$ cat src/rtl/enigma_pkg.sv
// ---------------------------------------------------------------------------
// enigma_pkg
// Shared constants and types for the Enigma table-load path:
//   - table select encodings driven on table_idx
//   - default code width and table depths
//   - load-sequencer state encoding
// ---------------------------------------------------------------------------
package enigma_pkg;

  localparam int CODE_W     = 6;
  localparam int ROTA_DEPTH = 64;
  localparam int ROTB_DEPTH = 64;
  localparam int PLUG_DEPTH = 32;

  localparam logic [1:0] TBL_ROTA = 2'b00;
  localparam logic [1:0] TBL_ROTB = 2'b01;
  localparam logic [1:0] TBL_PLUG = 2'b10;

  typedef enum logic [2:0] {
    SEQ_IDLE   = 3'd0,
    SEQ_LOAD_A = 3'd1,
    SEQ_LOAD_B = 3'd2,
    SEQ_LOAD_P = 3'd3,
    SEQ_DONE   = 3'd4
  } seq_state_e;

  function automatic int max3(input int a, input int b, input int c);
    int m;
    m = (a > b) ? a : b;
    return (m > c) ? m : c;
  endfunction

endpackage

$ cat src/rtl/table_dup_check.sv
// ---------------------------------------------------------------------------
// table_dup_check
// Tracks which codes have been written into the table currently loading and
// flags a repeat. The seen-mask has one bit per possible code value.
// Ports:
//   clk, rst_n   clock / async active-low reset
//   i_clr_mask   forget all seen codes (new table, start, abort)
//   i_clr_err    clear the sticky duplicate flag (start, abort)
//   i_chk        a code is being accepted this cycle
//   i_code       the accepted code
//   o_dup        sticky: some accepted code was already in the mask
// ---------------------------------------------------------------------------
module table_dup_check #(
  parameter int CODE_W = 6
) (
  input  logic              clk,
  input  logic              rst_n,
  input  logic              i_clr_mask,
  input  logic              i_clr_err,
  input  logic              i_chk,
  input  logic [CODE_W-1:0] i_code,
  output logic              o_dup
);
  import enigma_pkg::*;

  logic [2**CODE_W-1:0] r_mask;
  logic                 r_dup;

  // A code accepted on the same cycle as a mask clear belongs to the table
  // being closed, so it is checked against the old mask and not recorded.
  always_ff @(posedge clk or negedge rst_n) begin
    if (!rst_n) begin
      r_mask <= '0;
    end else if (i_clr_mask) begin
      r_mask <= '0;
    end else if (i_chk) begin
      r_mask[i_code] <= 1'b1;
    end
  end

  always_ff @(posedge clk or negedge rst_n) begin
    if (!rst_n) begin
      r_dup <= 1'b0;
    end else if (i_clr_err) begin
      r_dup <= 1'b0;
    end else if (i_chk && r_mask[i_code]) begin
      r_dup <= 1'b1;
    end
  end

  assign o_dup = r_dup;

endmodule

$ cat src/rtl/table_load_seq.sv
// ---------------------------------------------------------------------------
// table_load_seq
// Loads the Enigma lookup tables in order rotor A, rotor B, plugboard from a
// valid/ready stream of codes, issuing one registered shift strobe per
// accepted code to the selected table.
// Optional build macro: TABLE_LOAD_CHECK_EN adds duplicate-code detection
// per table (perm_err); without it perm_err is tied low.
// Ports:
//   clk, rst_n   clock / async active-low reset
//   start        pulse, begins a load sequence from IDLE or DONE
//   abort        pulse, returns to IDLE (beats start)
//   cfg_valid    code present on cfg_data
//   cfg_data     code to load
//   cfg_ready    accepting codes (LOAD_A/B/P)
//   table_idx    target table of the current strobe
//   load         one-cycle shift strobe
//   code_out     code accompanying load
//   busy         sequence in progress
//   load_done    all tables loaded, held until start/abort
//   perm_err     sticky duplicate flag for the current table
// ---------------------------------------------------------------------------
module table_load_seq #(
  parameter int CODE_W     = enigma_pkg::CODE_W,
  parameter int ROTA_DEPTH = enigma_pkg::ROTA_DEPTH,
  parameter int ROTB_DEPTH = enigma_pkg::ROTB_DEPTH,
  parameter int PLUG_DEPTH = enigma_pkg::PLUG_DEPTH
) (
  input  logic              clk,
  input  logic              rst_n,
  input  logic              start,
  input  logic              abort,
  input  logic              cfg_valid,
  input  logic [CODE_W-1:0] cfg_data,
  output logic              cfg_ready,
  output logic [1:0]        table_idx,
  output logic              load,
  output logic [CODE_W-1:0] code_out,
  output logic              busy,
  output logic              load_done,
  output logic              perm_err
);
  import enigma_pkg::*;

  localparam int MAX_D = max3(ROTA_DEPTH, ROTB_DEPTH, PLUG_DEPTH);
  localparam int CNT_W = (MAX_D > 1) ? $clog2(MAX_D) : 1;

  localparam logic [CNT_W-1:0] A_LAST = CNT_W'(ROTA_DEPTH - 1);
  localparam logic [CNT_W-1:0] B_LAST = CNT_W'(ROTB_DEPTH - 1);
  localparam logic [CNT_W-1:0] P_LAST = CNT_W'(PLUG_DEPTH - 1);

  seq_state_e        r_state, w_nxt, w_adv;
  logic [CNT_W-1:0]  r_count, w_cnt_nxt, w_last_cnt;
  logic [1:0]        w_cur_idx;
  logic              w_ready, w_hs, w_last, w_start_ok;

  logic              r_load;
  logic [1:0]        r_idx;
  logic [CODE_W-1:0] r_code;

  assign w_ready    = (r_state == SEQ_LOAD_A) || (r_state == SEQ_LOAD_B) ||
                      (r_state == SEQ_LOAD_P);
  assign w_hs       = cfg_valid & w_ready;
  assign w_start_ok = start & ((r_state == SEQ_IDLE) || (r_state == SEQ_DONE));
  assign w_last     = w_hs && (r_count == w_last_cnt);

  // Per-state table selection, final count and successor state.
  always_comb begin
    w_cur_idx  = TBL_ROTA;
    w_last_cnt = '0;
    w_adv      = r_state;
    case (r_state)
      SEQ_LOAD_A: begin w_cur_idx = TBL_ROTA; w_last_cnt = A_LAST; w_adv = SEQ_LOAD_B; end
      SEQ_LOAD_B: begin w_cur_idx = TBL_ROTB; w_last_cnt = B_LAST; w_adv = SEQ_LOAD_P; end
      SEQ_LOAD_P: begin w_cur_idx = TBL_PLUG; w_last_cnt = P_LAST; w_adv = SEQ_DONE;   end
      default:    begin w_cur_idx = TBL_ROTA; w_last_cnt = '0;     w_adv = r_state;    end
    endcase
  end

  always_comb begin
    w_nxt     = r_state;
    w_cnt_nxt = r_count;
    if (abort) begin
      w_nxt     = SEQ_IDLE;
      w_cnt_nxt = '0;
    end else if (w_start_ok) begin
      w_nxt     = SEQ_LOAD_A;
      w_cnt_nxt = '0;
    end else if (w_hs) begin
      if (w_last) begin
        w_nxt     = w_adv;
        w_cnt_nxt = '0;
      end else begin
        w_cnt_nxt = r_count + CNT_W'(1);
      end
    end
  end

  always_ff @(posedge clk or negedge rst_n) begin
    if (!rst_n) begin
      r_state <= SEQ_IDLE;
      r_count <= '0;
    end else begin
      r_state <= w_nxt;
      r_count <= w_cnt_nxt;
    end
  end

  // Strobe path: idx/code only move on an accepted code, so they hold the
  // last loaded value between strobes and across an abort.
  always_ff @(posedge clk or negedge rst_n) begin
    if (!rst_n) begin
      r_load <= 1'b0;
      r_idx  <= TBL_ROTA;
      r_code <= '0;
    end else if (abort) begin
      r_load <= 1'b0;
    end else begin
      r_load <= w_hs;
      if (w_hs) begin
        r_idx  <= w_cur_idx;
        r_code <= cfg_data;
      end
    end
  end

  assign cfg_ready = w_ready;
  assign busy      = w_ready;
  assign load      = r_load;
  assign table_idx = r_idx;
  assign code_out  = r_code;
  // DONE is entered on the same edge that issues the final strobe.
  assign load_done = (r_state == SEQ_DONE);

`ifdef TABLE_LOAD_CHECK_EN
  logic w_clr_mask, w_clr_err;
  assign w_clr_err  = abort | w_start_ok;
  assign w_clr_mask = w_clr_err | w_last;

  table_dup_check #(.CODE_W(CODE_W)) u_dup (
    .clk        (clk),
    .rst_n      (rst_n),
    .i_clr_mask (w_clr_mask),
    .i_clr_err  (w_clr_err),
    .i_chk      (w_hs & ~abort),
    .i_code     (cfg_data),
    .o_dup      (perm_err)
  );
`else
  assign perm_err = 1'b0;
`endif

endmodule

$ cat config.mk
export PLATFORM = sky130hd
export DESIGN_NAME = table_load_seq
export DESIGN_NICKNAME = d
export VERILOG_FILES = /design/src/rtl/enigma_pkg.sv /design/src/rtl/table_dup_check.sv /design/src/rtl/table_load_seq.sv
export SDC_FILE = /design/constraint.sdc
export NUM_CORES = 1
export LEC_CHECK = 0
export CAP_MARGIN = 20
export CORE_MARGIN = 4
export CORE_UTILIZATION = 35
export DETAILED_ROUTE_END_ITERATION = 10
export PLACE_DENSITY = 0.63
export SYNTH_ARGS = -nofsm -noshare
export SYNTH_HDL_FRONTEND = slang
export SYNTH_SLANG_ARGS = --single-unit
$ cat constraint.sdc
create_clock -name clk -period 3.24 [get_ports clk]
set_clock_uncertainty 0.1 [all_clocks]
set_input_delay 0.324 -clock clk [delete_from_list [all_inputs] [get_ports clk]]
set_output_delay 0.324 -clock clk [all_outputs]
set_load 0.1 [all_outputs]
After elaboration in Yosys (flattened, before gate mapping)
Index checks and enable logic that the tools add are counted.
{"block": "totals", "regBits": 18, "wordCells": 37, "output_inout_bits": 13}
{"block": "op_classes", "addsub": 1, "mux": 12, "bitwise": 3, "n_reduce_logical": 11, "eq_ne": 5}
{"op": "$mux W6", "n": 4}
{"op": "$mux W3", "n": 4}
{"op": "$pmux W6 S2", "n": 1}
{"op": "$pmux W3 S3", "n": 1}
{"op": "$add A6 B1 Y6 const B", "n": 1}
{"op": "$eq A3 B2 Y1 const B", "n": 2}
{"op": "$eq A6 B6 Y1", "n": 1}
{"op": "$reduce_bool A3 Y1", "n": 2}
{"op": "$reduce_bool A5 Y1", "n": 1}
{"op": "$pmux W2 S2", "n": 1}
{"op": "$eq A3 B1 Y1 const B", "n": 1}
{"op": "$eq A3 B3 Y1 const B", "n": 1}
{"op": "$logic_not A3 Y1", "n": 1}
{"op": "$logic_or A1 B1 Y1", "n": 3}
{"op": "$reduce_and A3 Y1", "n": 1}
{"op": "$and A1 B1 Y1", "n": 2}
{"op": "$reduce_and A2 Y1", "n": 1}
{"op": "$reduce_or A2 Y1", "n": 1}
{"op": "$logic_and A1 B1 Y1", "n": 1}
{"op": "$mux W1", "n": 1}
{"op": "$not A1 Y1", "n": 1}

Depth between registers and ports, before layout
{"block": "logic_depth", "ltp_word": 9, "mapped_depth": 6, "ltp_nobuf": 4}

Least setup slack after synthesis
No wires, ideal clock.
{"block": "synth_path", "path_type": "flip-flop to output port", "start": "register r_state[0]", "end": "output port load_done", "path_stages_with_launch": 4, "path_slack_ps": 1190, "path_buffers": 1, "arrival_ps": 1626, "cell_sequence": "dfrtp_1 > buf_4 > nor2_2 > and2_1"}
{"block": "synth_via", "elab_chain_len": 1}
{"element": "start, declared", "line_no": "table_load_seq.sv:51", "source": "seq_state_e r_state, w_nxt, w_adv;"}
{"element": "start signal, assigned", "line_no": "table_load_seq.sv:103", "source": "r_state <= w_nxt;"}
{"element": "$eq A3 B3 Y1", "line_no": "table_load_seq.sv:132", "source": "assign load_done = (r_state == SEQ_DONE);"}
{"element": "end, declared", "line_no": "table_load_seq.sv:39", "source": "output logic load_done,"}
No other way between the ends.

Worst setup path after layout
{"block": "layout_path", "start": "register r_code[1] (netlist: code_out[1])", "end": "output port code_out[1]"}
{"element": "start, declared", "line_no": "table_load_seq.sv:58", "source": "logic [CODE_W-1:0] r_code;"}
{"element": "start signal, assigned", "line_no": "table_load_seq.sv:121", "source": "r_code <= cfg_data;"}
{"element": "end, declared", "line_no": "table_load_seq.sv:37", "source": "output logic [CODE_W-1:0] code_out,"}
No word-level cell between the ends.

==> impl_summary.md <==
Status
The run finished with clean final reports.

Critical path
The nature of the critical path endpoint is an output pin. In this design, the stage delay of the slowest critical-path cell is ~1.1 ns. The slack of the worst reg-to-reg path is roughly 1.4 ns. The maximum fanout count along the critical path is 2. Counting both buffers and inverters, the worst setup path holds a total of 1. The dominant delay contributor by cell family on the critical path is buffers and inverters. The category of the most critical setup path is reg -> out. The worst setup path is launched from a register. The critical path data arrival time is 1.79 ns.

Traced cell by cell, the critical path runs through clkdlybuf4s50_1. The required arrival time at the worst endpoint is around 2.8 ns. The slowest stage of the critical path belongs to the cell sky130_fd_sc_hd__clkdlybuf4s50_1.

Floorplan
The die is a little over 60 um wide. The die covers between 3000 and 4000 um2. For this configuration, the core starts out at a cell density of a little over a third.

The number of placed I/O pins is 24. The row count is 19. The core region is approximately 2700 um2. The floorplan die height is about 60 um.

Route
After detailed routing, the total wire length is approximately 1.8 mm. Dividing the detail-routed wire length by the instance count gives 13.3 um. In this run, the number of DRC markers left after iteration 0 of detailed routing was 24. The routed layout has between 600 and 700 vias.

The number of optimization iterations in the first detailed-route pass is 4. The remaining antenna violation count after routing is 0. The post-route DRC violation count is 0. The ratio of routed vias to standard cells is about 5.

Placed design
The number of input and output port buffers inserted is 22. The detailed placement HPWL is 1.36 mm. The final weighted congestion in routability-driven placement is between 0.7 and 0.8.

STA
Setup repair after global routing left no endpoint under its margin. The fmax is approximately 0.45 GHz. The hold violation count in the final report is 0. The routed design could run at a clock period as short as around 2.2 ns. The final number of max-transition violations is 0. The worst hold margin is 0.385 ns. The setup TNS is 0 ns. The fraction of the cycle the final worst path needs is between 60 and 70%. In this run the tightest slew margin relative to its limit is a little over a third. Setup violations remaining at the end of the flow were counted as 0.

The slew at the pin closest to its max-slew limit is 0.975 ns.

Clock tree
In this run, CTS created clock tree buffers numbering 3. The clock latency at the later pin of the worst-skew pair is between 0.2 and 0.3 ns. The clock passes through at most 2 buffers.

The library cell used as clock root buffer is sky130_fd_sc_hd__clkbuf_4. Buffers added to address setup during post-CTS repair amount to 0. TritonCTS built the clock tree.

For this design, the sink count on the clock tree is 18. Gates resized during post-CTS repair numbered 0. After clock tree synthesis, the flow added hold-fix buffers numbering 0.

The CTS H-tree depth is 1. After clock tree synthesis, the clock-pin slew on the worst setup and hold paths is around 0.1 ns.

Synthesis
The number of warnings printed during yosys synthesis is 0. Synthesis produced a netlist whose cell count is 84. Counting every net in the synthesized netlist gives 96. The number of library cell types mapped by synthesis is 35. The most used flip-flop cell after synthesis is sky130_fd_sc_hd__dfrtp_1.

The async set or reset register ratio after synthesis is 100%. In this run the mean area of a mapped cell was between 10 and 15 um2. Yosys mapped a number of flops with a built-in enable equal to 0. After synthesis, flip-flops and latches occupy about 46% of the total area. The mapped netlist covers slightly below 1000 um2. The number of synthesized register bits is 18.

Pwr
The share of total power dissipated in sequential elements is roughly 40%. The worst-case IR drop observed on VDD is 0.000339 V. The share of total power in the clock network is a little over a fifth. The cell-internal power is about 0.38 mW. The leakage power is approximately 0.47 nW. In this run the power spent charging and discharging nets is 0.265 mW. Combinational cells account for 39.1% of the total power.

Power spread over the standard cell area amounts to 524 nW/um2. The fraction of power spent switching nets is between 40% and 50%.

Final layout
The area growth from synthesis to layout is 24.1%. The share of final-layout standard cells stronger than drive strength 1 is between 20% and 30%. The repair_antennas step left the layout with diodes totalling 0. The multi-input gate area in the final layout is 477 um2. The number of nets in the layout is approximately 120. The number of fill cells in the layout is approximately 270. The footprint of the flip-flops and latches is approximately 450 um2.

Worst hold path
The classification of the worst-slack hold path is in -> async.

Global routing
The number of global-route vias before repair is between 600 and 700. The global-route wire length before repair is between 2 and 3 mm. In the global route stage, overall resource usage came out at a little over a tenth.

The largest net degree at the start of global routing is 19. The number of antenna violations at the first check in global routing came to 0. The total congestion overflow is 0.

Run
Across the run, the number of max-cap violations was 0.
[layer usage]
layer	track usage, %	share of wire [%]	up-vias
met4	7.43	1.9	0
met1	14.7	48	319
li1	-	-	336
met5	0	0	-
met2	15.3	46	20
met3	2.52	4.7	2
[power groups by stage]
stage | Combinational [mW] | Clock [mW] | Sequential [mW]
2_1_floorplan | 0.0618 | 0 | 0.390
3_3_place_gp | 0.251 | 0 | 0.261
3_5_place_dp | 0.252 | 0 | 0.261
4_1_cts | 0.253 | 0.143 | 0.257
5_1_grt | 0.259 | 0.153 | 0.259
6_report | 0.251 | 0.135 | 0.257
[sequential cells by signal (all words and copies together) (netlist names)]
| signal | cells |
|---|---|
| r_count | 6 |
| table_idx | 2 |
| load | 1 |
| code_out | 6 |
| r_state | 3 |
[logic make-up (layout without fill, tap and decap cells)]
group / count (synthesis) / after routing / synth area share, %
AO/OA/AOI/OAI: 13 / 13 / 13.3
XOR/XNOR: 6 / 6 / 5.32
adder cells (fa/ha/maj): 1 / 1 / 1.27
buffers and inverters: 9 / 29 / 6.20
flip-flops: 18 / 18 / 45.6
multiplexers: 8 / 8 / 10.3
other: 1 / 1 / 0.379
AND/OR/NAND/NOR: 28 / 28 / 17.7
[layout make-up]
class                           count  area share, %
Clock buffer                        4           2.96
Inverter                            3          0.918
Multi-Input combinational cell     57           38.9
Sequential cell                    18           36.7
Tap cell                           31           3.16
Timing Repair Buffer               22           17.3
[metrics by stage]
stage / cell area [um2] / utilization, % / total power, mW / setup slack [ns] / cells
after CTS: 1230 / 44.9 / 0.653 / 0.998 / 135
after detailed placement: 1190 / 43.5 / 0.513 / 1.14 / 131
after global routing: 1230 / 44.9 / 0.672 / 0.971 / 135
final: 1230 / 44.9 / 0.643 / 1.03 / 135
after floorplan: 988 / - / 0.452 / 1.19 / 84
after global placement: 1190 / 43.5 / 0.512 / 1.18 / 131
[cell usage in the layout, fill, tap and decap left out, types with 3 or more instances in the layout]
cell type                          n
sky130_fd_sc_hd__nand3_1           3
sky130_fd_sc_hd__clkdlybuf4s50_1  19
sky130_fd_sc_hd__xnor2_1           6
sky130_fd_sc_hd__a21oi_1           3
sky130_fd_sc_hd__inv_1             3
sky130_fd_sc_hd__mux2_2            7
sky130_fd_sc_hd__clkbuf_4          3
sky130_fd_sc_hd__dfrtp_1          18
sky130_fd_sc_hd__nor3_1            7
sky130_fd_sc_hd__buf_4             3
[cell usage after synthesis (all sizes together) (2+ instances only)]
master  count  area [um2]
nand2b      2        12.5
buf         6        50.0
a21oi       3        15.0
xnor2       6        52.6
a31oi       2        12.5
nor3        8        51.3
and2        2        12.5
mux2        7        78.8
nor2        3        13.8
dfrtp      18         450
inv         3        11.3
nor3b       2        15.0
nand2       2        7.51
o21ba       2        26.3
nand3       3        15.0
[worst paths after layout]
path | from | to | cells after the start
worst max-delay path | code_out[1]$_DFFE_PN0P_ | code_out[1] | 1
worst min-delay path | rst_n | table_idx[0]$_DFFE_PN0P_ | 1
worst max register to register | r_state[1]$_DFFE_PN0P_ | r_state[1]$_DFFE_PN0P_ | 4
worst min register to register | table_idx[0]$_DFFE_PN0P_ | table_idx[0]$_DFFE_PN0P_ | 1
max in group asynchronous | rst_n | code_out[4]$_DFFE_PN0P_ | 1
min in group clk | table_idx[0]$_DFFE_PN0P_ | table_idx[0]$_DFFE_PN0P_ | 1
Note: power is estimated with default switching activity, not from simulation.
